### src/rtl/tdc_frame_collector.sv
// tdc_frame_collector: sorts channel-tagged TDC time words into a
// NUM_GROUPS x NUM_CH working frame with per-entry valid bits. At the close of
// the last group it commits the frame into a shadow store, which software then
// reads through a registered port and releases with rd_ack.
module tdc_frame_collector #(
  parameter int unsigned NUM_CH     = 8,
  parameter int unsigned NUM_GROUPS = 5,
  parameter int unsigned DATA_W     = 28,
  parameter int unsigned CH_W       = 3,
  parameter int unsigned GRP_W      = 3,
  parameter int unsigned SEQ_W      = 8
) (
  input  logic              clk,
  input  logic              resetn,
  input  logic              in_valid,
  input  logic [CH_W-1:0]   in_ch,
  input  logic [DATA_W-1:0] in_data,
  input  logic              in_group_end,
  input  logic              frame_abort,
  output logic              frame_ready,
  output logic              frame_commit,
  output logic [SEQ_W-1:0]  frame_seq,
  output logic [GRP_W-1:0]  cur_group,
  input  logic              rd_en,
  input  logic [GRP_W-1:0]  rd_group,
  input  logic [CH_W-1:0]   rd_ch,
  output logic [DATA_W-1:0] rd_data,
  output logic              rd_entry_vld,
  input  logic              rd_ack,
  output logic              dup_err,
  output logic              drop_err,
  output logic              ovf_err
);

  localparam int unsigned LAST_GRP = NUM_GROUPS - 1;

  // Working frame being assembled
  logic [DATA_W-1:0] wdata_q [NUM_GROUPS][NUM_CH];
  logic              wvld_q  [NUM_GROUPS][NUM_CH];
  logic [GRP_W-1:0]  cur_group_q;

  // Committed frame visible to software
  logic [DATA_W-1:0] sdata_q [NUM_GROUPS][NUM_CH];
  logic              svld_q  [NUM_GROUPS][NUM_CH];

  // Status and registered outputs
  logic              frame_ready_q;
  logic              frame_commit_q;
  logic [SEQ_W-1:0]  frame_seq_q;
  logic              dup_err_q;
  logic              drop_err_q;
  logic              ovf_err_q;
  logic [DATA_W-1:0] rd_data_q;
  logic              rd_vld_q;

  // Decoded per-cycle events
  logic              ch_in_range;
  logic              wr_ok;
  logic              drop_c;
  logic              grp_end;
  logic              commit;
  logic              hit_vld;
  logic              dup_c;
  logic              ovf_c;
  logic              wsel [NUM_GROUPS][NUM_CH];
  logic [DATA_W-1:0] rd_hit_data;
  logic              rd_hit_vld;

  // Input decode: abort masks every write, group close and error
  always_comb begin
    ch_in_range = (32'(in_ch) < NUM_CH);
    wr_ok       = in_valid && ch_in_range && !frame_abort;
    drop_c      = in_valid && !ch_in_range && !frame_abort;
    grp_end     = in_group_end && !frame_abort;
    commit      = grp_end && (cur_group_q == GRP_W'(LAST_GRP));
    hit_vld     = 1'b0;
    for (int g = 0; g < int'(NUM_GROUPS); g++) begin
      for (int c = 0; c < int'(NUM_CH); c++) begin
        wsel[g][c] = wr_ok && (cur_group_q == GRP_W'(g)) && (in_ch == CH_W'(c));
        if (wsel[g][c]) begin
          hit_vld = wvld_q[g][c];
        end
      end
    end
    dup_c = wr_ok && hit_vld;
    // A same-cycle acknowledge absorbs the overflow condition
    ovf_c = commit && frame_ready_q && !rd_ack;
  end

  // Shadow read mux; unmatched (out-of-range) addresses and invalid entries give zero
  always_comb begin
    rd_hit_data = '0;
    rd_hit_vld  = 1'b0;
    for (int g = 0; g < int'(NUM_GROUPS); g++) begin
      for (int c = 0; c < int'(NUM_CH); c++) begin
        if ((rd_group == GRP_W'(g)) && (rd_ch == CH_W'(c))) begin
          rd_hit_vld  = svld_q[g][c];
          rd_hit_data = svld_q[g][c] ? sdata_q[g][c] : '0;
        end
      end
    end
  end

  // Working buffer and group pointer
  always_ff @(posedge clk or negedge resetn) begin
    if (!resetn) begin
      for (int g = 0; g < int'(NUM_GROUPS); g++) begin
        for (int c = 0; c < int'(NUM_CH); c++) begin
          wdata_q[g][c] <= '0;
          wvld_q[g][c]  <= 1'b0;
        end
      end
      cur_group_q <= '0;
    end else if (frame_abort) begin
      for (int g = 0; g < int'(NUM_GROUPS); g++) begin
        for (int c = 0; c < int'(NUM_CH); c++) begin
          wvld_q[g][c] <= 1'b0;
        end
      end
      cur_group_q <= '0;
    end else begin
      for (int g = 0; g < int'(NUM_GROUPS); g++) begin
        for (int c = 0; c < int'(NUM_CH); c++) begin
          if (wsel[g][c]) begin
            wdata_q[g][c] <= in_data;
          end
          if (commit) begin
            wvld_q[g][c] <= 1'b0;
          end else if (wsel[g][c]) begin
            wvld_q[g][c] <= 1'b1;
          end
        end
      end
      if (commit) begin
        cur_group_q <= '0;
      end else if (grp_end) begin
        cur_group_q <= cur_group_q + GRP_W'(1);
      end
    end
  end

  // Shadow store: atomic copy at commit with the same-cycle word merged in
  always_ff @(posedge clk or negedge resetn) begin
    if (!resetn) begin
      for (int g = 0; g < int'(NUM_GROUPS); g++) begin
        for (int c = 0; c < int'(NUM_CH); c++) begin
          sdata_q[g][c] <= '0;
          svld_q[g][c]  <= 1'b0;
        end
      end
    end else if (commit) begin
      for (int g = 0; g < int'(NUM_GROUPS); g++) begin
        for (int c = 0; c < int'(NUM_CH); c++) begin
          if (wsel[g][c]) begin
            sdata_q[g][c] <= in_data;
            svld_q[g][c]  <= 1'b1;
          end else begin
            sdata_q[g][c] <= wdata_q[g][c];
            svld_q[g][c]  <= wvld_q[g][c];
          end
        end
      end
    end
  end

  // Frame status, sequence counter and error pulses
  always_ff @(posedge clk or negedge resetn) begin
    if (!resetn) begin
      frame_ready_q  <= 1'b0;
      frame_commit_q <= 1'b0;
      frame_seq_q    <= '0;
      dup_err_q      <= 1'b0;
      drop_err_q     <= 1'b0;
      ovf_err_q      <= 1'b0;
    end else begin
      if (commit) begin
        frame_ready_q <= 1'b1;
        frame_seq_q   <= frame_seq_q + SEQ_W'(1);
      end else if (rd_ack) begin
        frame_ready_q <= 1'b0;
      end
      frame_commit_q <= commit;
      dup_err_q      <= dup_c;
      drop_err_q     <= drop_c;
      ovf_err_q      <= ovf_c;
    end
  end

  // Registered read port; holds its value between requests
  always_ff @(posedge clk or negedge resetn) begin
    if (!resetn) begin
      rd_data_q <= '0;
      rd_vld_q  <= 1'b0;
    end else if (rd_en) begin
      rd_data_q <= rd_hit_data;
      rd_vld_q  <= rd_hit_vld;
    end
  end

  assign frame_ready  = frame_ready_q;
  assign frame_commit = frame_commit_q;
  assign frame_seq    = frame_seq_q;
  assign cur_group    = cur_group_q;
  assign rd_data      = rd_data_q;
  assign rd_entry_vld = rd_vld_q;
  assign dup_err      = dup_err_q;
  assign drop_err     = drop_err_q;
  assign ovf_err      = ovf_err_q;

endmodule

### config.mk
export PLATFORM = sky130hd
export DESIGN_NAME = tdc_frame_collector
export DESIGN_NICKNAME = d
export VERILOG_FILES = /design/src/rtl/tdc_frame_collector.sv
export SDC_FILE = /design/constraint.sdc
export NUM_CORES = 2
export LEC_CHECK = 0
export BUFFER_PORTS_ARGS = -buffer_cell sky130_fd_sc_hd__buf_4
export CAP_MARGIN = 20
export CORE_ASPECT_RATIO = 0.75
export CORE_MARGIN = 1
export CORE_UTILIZATION = 35
export DETAILED_ROUTE_END_ITERATION = 16
export PLACE_DENSITY = 0.49
export SETUP_SLACK_MARGIN = 0.02
export SLEW_MARGIN = 20
export SYNTH_ARGS = -nofsm -noshare
export SYNTH_HDL_FRONTEND = slang
export SYNTH_SLANG_ARGS = --single-unit
### constraint.sdc
create_clock -name clk -period 4.2 [get_ports clk]
set_input_delay 0.63 -clock clk [delete_from_list [all_inputs] [get_ports clk]]
set_output_delay 0.63 -clock clk [all_outputs]
set_load 0.02 [all_outputs]
==> impl_metrics.xml <==
<?xml version="1.0" encoding="UTF-8"?>
<metrics>
  <group name="outcome">
    <metric name="outcome" unit="">complete, no violations</metric>
  </group>
  <group name="logic_synthesis">
    <metric name="synth_async_sr_flop_share" unit="%">100</metric>
    <metric name="synthDominantCellAreaShare" unit="%">61.5</metric>
    <metric name="seq_cells_post_synth" unit="">2364</metric>
    <metric name="syn_area" unit="um^2">96200</metric>
    <metric name="cell_type_with_the_highest_aggregate_area_in_the_netlist" unit="">sky130_fd_sc_hd__dfrtp_1</metric>
    <metric name="yosysWarnings" unit="">0</metric>
    <metric name="largest_family_of_logic_cells_by_synthesized_area" unit="">simple AND/OR/NAND/NOR gates</metric>
    <metric name="synthesis.area_per_instance" unit="um^2">10.8</metric>
    <metric name="yosysSeqAreaShare" unit="%">61.5</metric>
    <metric name="ys.flop_type" unit="">sky130_fd_sc_hd__dfrtp_1</metric>
    <metric name="post_synth_mux_area_share" unit="%">12.9</metric>
    <metric name="synthSimpleGateAreaFrac" unit="%">16.7</metric>
    <metric name="syn-num-nets" unit="">8988</metric>
    <metric name="synth_cell_types" unit="">83</metric>
    <metric name="synth_edf_count" unit="">0</metric>
    <metric name="xor_xnor_share_of_the_synthesized_area" unit="%">0.0637</metric>
    <metric name="synth_compound_area_share" unit="%">5.77</metric>
    <metric name="synth_cells" unit="">8938</metric>
    <metric name="synthTopCellsByArea" unit="">sky130_fd_sc_hd__dfrtp_1 61%, sky130_fd_sc_hd__nand2_1 14%, sky130_fd_sc_hd__mux2_2 12%, sky130_fd_sc_hd__a22oi_1 2.8%, sky130_fd_sc_hd__clkbuf_1 1.7%</metric>
    <metric name="synth-adder-area-share" unit="%">0.0780</metric>
  </group>
  <group name="finish">
    <metric name="nNetsFinal" unit="">8954</metric>
    <metric name="layout-drive-gt1-share" unit="%">21.3</metric>
    <metric name="sequential_cell_area" unit="um^2">59200</metric>
    <metric name="area_growth_syn_to_layout" unit="%">14.8</metric>
    <metric name="final_core_utilization" unit="%">40.5</metric>
    <metric name="num-fill-cells" unit="">26232</metric>
    <metric name="multi_input_area" unit="um^2">34600</metric>
  </group>
  <group name="grt">
    <metric name="largest_net_degree_at_the_start_of_global_routing" unit="">178</metric>
    <metric name="globalRouteOverflowTotal" unit="">0</metric>
    <metric name="grt_util_all_layers" unit="%">27.7</metric>
    <metric name="vias_in_the_first_global_route" unit="">68784</metric>
    <metric name="grt_antenna_before_repair" unit="">41</metric>
    <metric name="grt_first_pass_wirelength" unit="um">549000</metric>
  </group>
  <group name="sta">
    <metric name="max_freq" unit="MHz">280</metric>
    <metric name="fin_worst_skew" unit="ns">0.0859</metric>
    <metric name="hold_violations" unit="">0</metric>
    <metric name="worst_hold_slack" unit="ns">0.0826</metric>
    <metric name="layout_worst_path_cycle_share" unit="%">85.2</metric>
    <metric name="relSlewSlack" unit="%">15.0</metric>
    <metric name="final.min_clock_period" unit="ns">3.58</metric>
    <metric name="final_max_slew_viol_count" unit="">0</metric>
    <metric name="setup_viol" unit="">0</metric>
    <metric name="rsz0062_at_grt" unit="">no</metric>
    <metric name="worst_pin_slew" unit="ns">1.27</metric>
    <metric name="timing.setup.tns" unit="ns">0</metric>
  </group>
  <group name="critical_path">
    <metric name="critPathLaunchType" unit="">register</metric>
    <metric name="critPathArrivalTime" unit="ns">4.34</metric>
    <metric name="cp_slowest_stage_delay" unit="ns">0.95</metric>
    <metric name="critical-path-slowest-cell" unit="">sky130_fd_sc_hd__nor4_1</metric>
    <metric name="crit_path_end_kind" unit="">register</metric>
    <metric name="crit_path_cell_trace" unit="">and4bb_2 -&gt; and2_1 -&gt; buf_4 -&gt; nor4_1 -&gt; buf_4 -&gt; o2111ai_1 -&gt; o32a_1</metric>
    <metric name="critPathKind" unit="">reg -&gt; reg</metric>
    <metric name="critical_path_buf_inv_count" unit="">2</metric>
    <metric name="critical_path.max_fanout" unit="">10</metric>
    <metric name="path_delay_family" unit="">simple AND/OR/NAND/NOR gates</metric>
    <metric name="critPathMostFrequentCell" unit="">sky130_fd_sc_hd__buf_4</metric>
    <metric name="required" unit="ns">4.96</metric>
  </group>
  <group name="floorplan">
    <metric name="die-area" unit="um^2">277000</metric>
    <metric name="dieWidth" unit="um">607</metric>
    <metric name="row_count" unit="">166</metric>
    <metric name="initial_core_util" unit="%">35.2</metric>
    <metric name="design.core.area" unit="um^2">273000</metric>
    <metric name="die_y" unit="um">456</metric>
    <metric name="boundaryPins" unit="">89</metric>
  </group>
  <group name="routing">
    <metric name="detail_route.drc_violations" unit="">0</metric>
    <metric name="post_drt_via_cell_ratio" unit="">5.58</metric>
    <metric name="vias" unit="">71016</metric>
    <metric name="first_iter_violations" unit="">9269</metric>
    <metric name="first_pass_drt_iterations" unit="">10</metric>
    <metric name="avgRoutedWirePerCell" unit="um">30.6</metric>
    <metric name="route.antenna.remaining_nets" unit="">0</metric>
    <metric name="routed_wirelength" unit="um">389000</metric>
  </group>
  <group name="pwr">
    <metric name="worst_ir_drop_vdd" unit="V">0.000336</metric>
    <metric name="post-layout-total-power" unit="mW">49.9</metric>
    <metric name="static-leakage-power" unit="nW">56.4</metric>
    <metric name="power.density" unit="nW/um^2">452</metric>
  </group>
  <group name="min_path">
    <metric name="hold_path_class" unit="">in -&gt; reg</metric>
  </group>
  <group name="clock_network">
    <metric name="cts_made_buffers" unit="">240</metric>
    <metric name="cts_htree_levels" unit="">4</metric>
    <metric name="clock_latency" unit="ns">0.94</metric>
    <metric name="cts_tree" unit="">yes</metric>
    <metric name="clock_sinks" unit="">2364</metric>
    <metric name="clk_pin_slew_worst_paths" unit="ns">0.06</metric>
    <metric name="cts.root.buffer_cell" unit="">sky130_fd_sc_hd__clkbuf_16</metric>
    <metric name="max-clock-path-buffers" unit="">4</metric>
  </group>
  <group name="job">
    <metric name="cap_violations" unit="">0</metric>
  </group>
  <group name="placed_design">
    <metric name="port-buffer-count" unit="">87</metric>
    <metric name="place_congestion" unit="">0.912</metric>
    <metric name="place.detailed.hpwl" unit="um">243000</metric>
  </group>
</metrics>
-- through the flow --
step,worst slack [ns],std cells,cell area (um^2)
final,0.623,12719,110000
after global routing,0.747,12711,110000
after CTS,0.863,12711,110000
after detailed placement,0.281,12271,102000
after global placement,0.317,12270,102000
after floorplan,1.71,8938,96200
-- synthesized netlist by cell type, drive strengths merged, types with 7 or more instances --
cell type,number
a221o,8
nor2b,11
a21oi,48
a221oi,35
nor3b,10
a22o,43
o22ai,35
inv,10
or4,7
and3b,8
dfrtp,2364
o2111ai,8
nand4,51
a32o,7
nand3b,9
o21ai,76
a31oi,21
mux2i,10
and4b,8
a222oi,32
mux2,1093
buf,222
nor4,27
nand2,3613
nor2,141
nor3,26
and3,17
a2111oi,7
and2,30
nand3,38
a22oi,354
clkbuf,438
a32oi,35
-- timing repair --
item / CTS / global route
resized for setup: 0 / 0
setup buffers: 0 / 0
endpoints found under the setup margin: 0 / 0
hold buffers: 3 / 0
endpoints found under the hold margin: 192 / 0
-- sequential cells by signal, indices dropped and copies added, names as in the netlist --
name,cells
wvld_q,40
svld_q,40
rd_entry_vld,1
dup_err,1
ovf_err,1
wdata_q,1120
frame_ready,1
rd_data,28
frame_commit,1
sdata_q,1120
cur_group,3
frame_seq,8
-- power breakdown --
group          total [mW]  switching (mW)  internal (mW)
Clock                22.7            9.59           13.1
Combinational        2.81            1.76           1.05
Sequential           24.5           0.451           24.0
Total                49.9            11.8           38.1
-- final timing paths --
| kind | slack, ns | start | to | depth (start not counted) |
|---|---|---|---|---|
| min reg2reg | 0.47 | wdata_q[431]$_DFFE_PN0N_ | wdata_q[431]$_DFFE_PN0N_ | 2 |
| max reg2reg | 0.62 | svld_q[16]$_DFFE_PN0P_ | rd_entry_vld$_DFFE_PN0P_ | 7 |
| max | 0.62 | svld_q[16]$_DFFE_PN0P_ | rd_entry_vld$_DFFE_PN0P_ | 7 |
| max in group asynchronous | 2.40 | resetn | wdata_q[546]$_DFFE_PN0N_ | 4 |
| min in group asynchronous | 0.22 | resetn | wdata_q[780]$_DFFE_PN0N_ | 2 |
| min | 0.08 | in_group_end | cur_group[1]$_DFFE_PN0P_ | 3 |
-- worst reg2reg max path: stages (launching register included) --
cell,delay (ns)
sky130_fd_sc_hd__dfrtp_1,0.49
sky130_fd_sc_hd__and4bb_2,0.29
sky130_fd_sc_hd__and2_1,0.58
sky130_fd_sc_hd__buf_4,0.43
sky130_fd_sc_hd__nor4_1,0.95
sky130_fd_sc_hd__buf_4,0.26
sky130_fd_sc_hd__o2111ai_1,0.13
sky130_fd_sc_hd__o32a_1,0.33
-- layout make-up --
cell class                      instances  area share [%]
Sequential cell                      2364            53.5
Multi-Input combinational cell       5904            31.3
Clock buffer                          346            6.40
Tap cell                             3612            4.09
Timing Repair Buffer                  384            3.54
Clock inverter                         91            1.05
Inverter                               10          0.0408
Antenna cell                            8          0.0181
-- metal layers --
metal / vias to the layer above / wire length, um / GRT usage (%)
met5: - / 81 / 0
met4: 8 / 12500 / 8.02
met3: 596 / 36700 / 6.39
met2: 3350 / 161000 / 39.0
met1: 37439 / 179000 / 42.0
li1: 29623 / - / -
-- cell families (layout without fill, tap and decap cells) --
family	count (synthesis)	in the layout
multiplexers	1105	1105
flip-flops	2364	2364
AO/OA/AOI/OAI	747	747
XOR/XNOR	7	7
adder cells (fa/ha/maj)	6	6
other	1	9
AND/OR/NAND/NOR	4038	4038
buffers and inverters	670	831
-- placed cells by master, fill, tap and decap left out, drive strengths merged, types with 8 or more instances in the layout --
cell / netlist / layout
bufinv: 0 / 23
clkinv: 0 / 53
nor4: 27 / 27
nand3b: 9 / 9
clkbuf: 438 / 346
nor2b: 11 / 11
a22oi: 354 / 354
a222oi: 32 / 32
nand3: 38 / 38
and3: 17 / 17
mux2: 1093 / 1093
a221oi: 35 / 35
a221o: 8 / 8
diode: 0 / 8
o2111ai: 8 / 8
buf: 222 / 381
nor3b: 10 / 10
dfrtp: 2364 / 2364
nand2: 3613 / 3613
and3b: 8 / 8
a32oi: 35 / 35
a21oi: 48 / 48
a31oi: 21 / 21
and2: 30 / 30
nor2: 141 / 141
mux2i: 10 / 10
clkinvlp: 0 / 11
o22ai: 35 / 35
nand4: 51 / 51
nor3: 26 / 26
inv: 10 / 14
a22o: 43 / 43
and4b: 8 / 8
o21ai: 76 / 76
(Power assumes the default switching activity.)
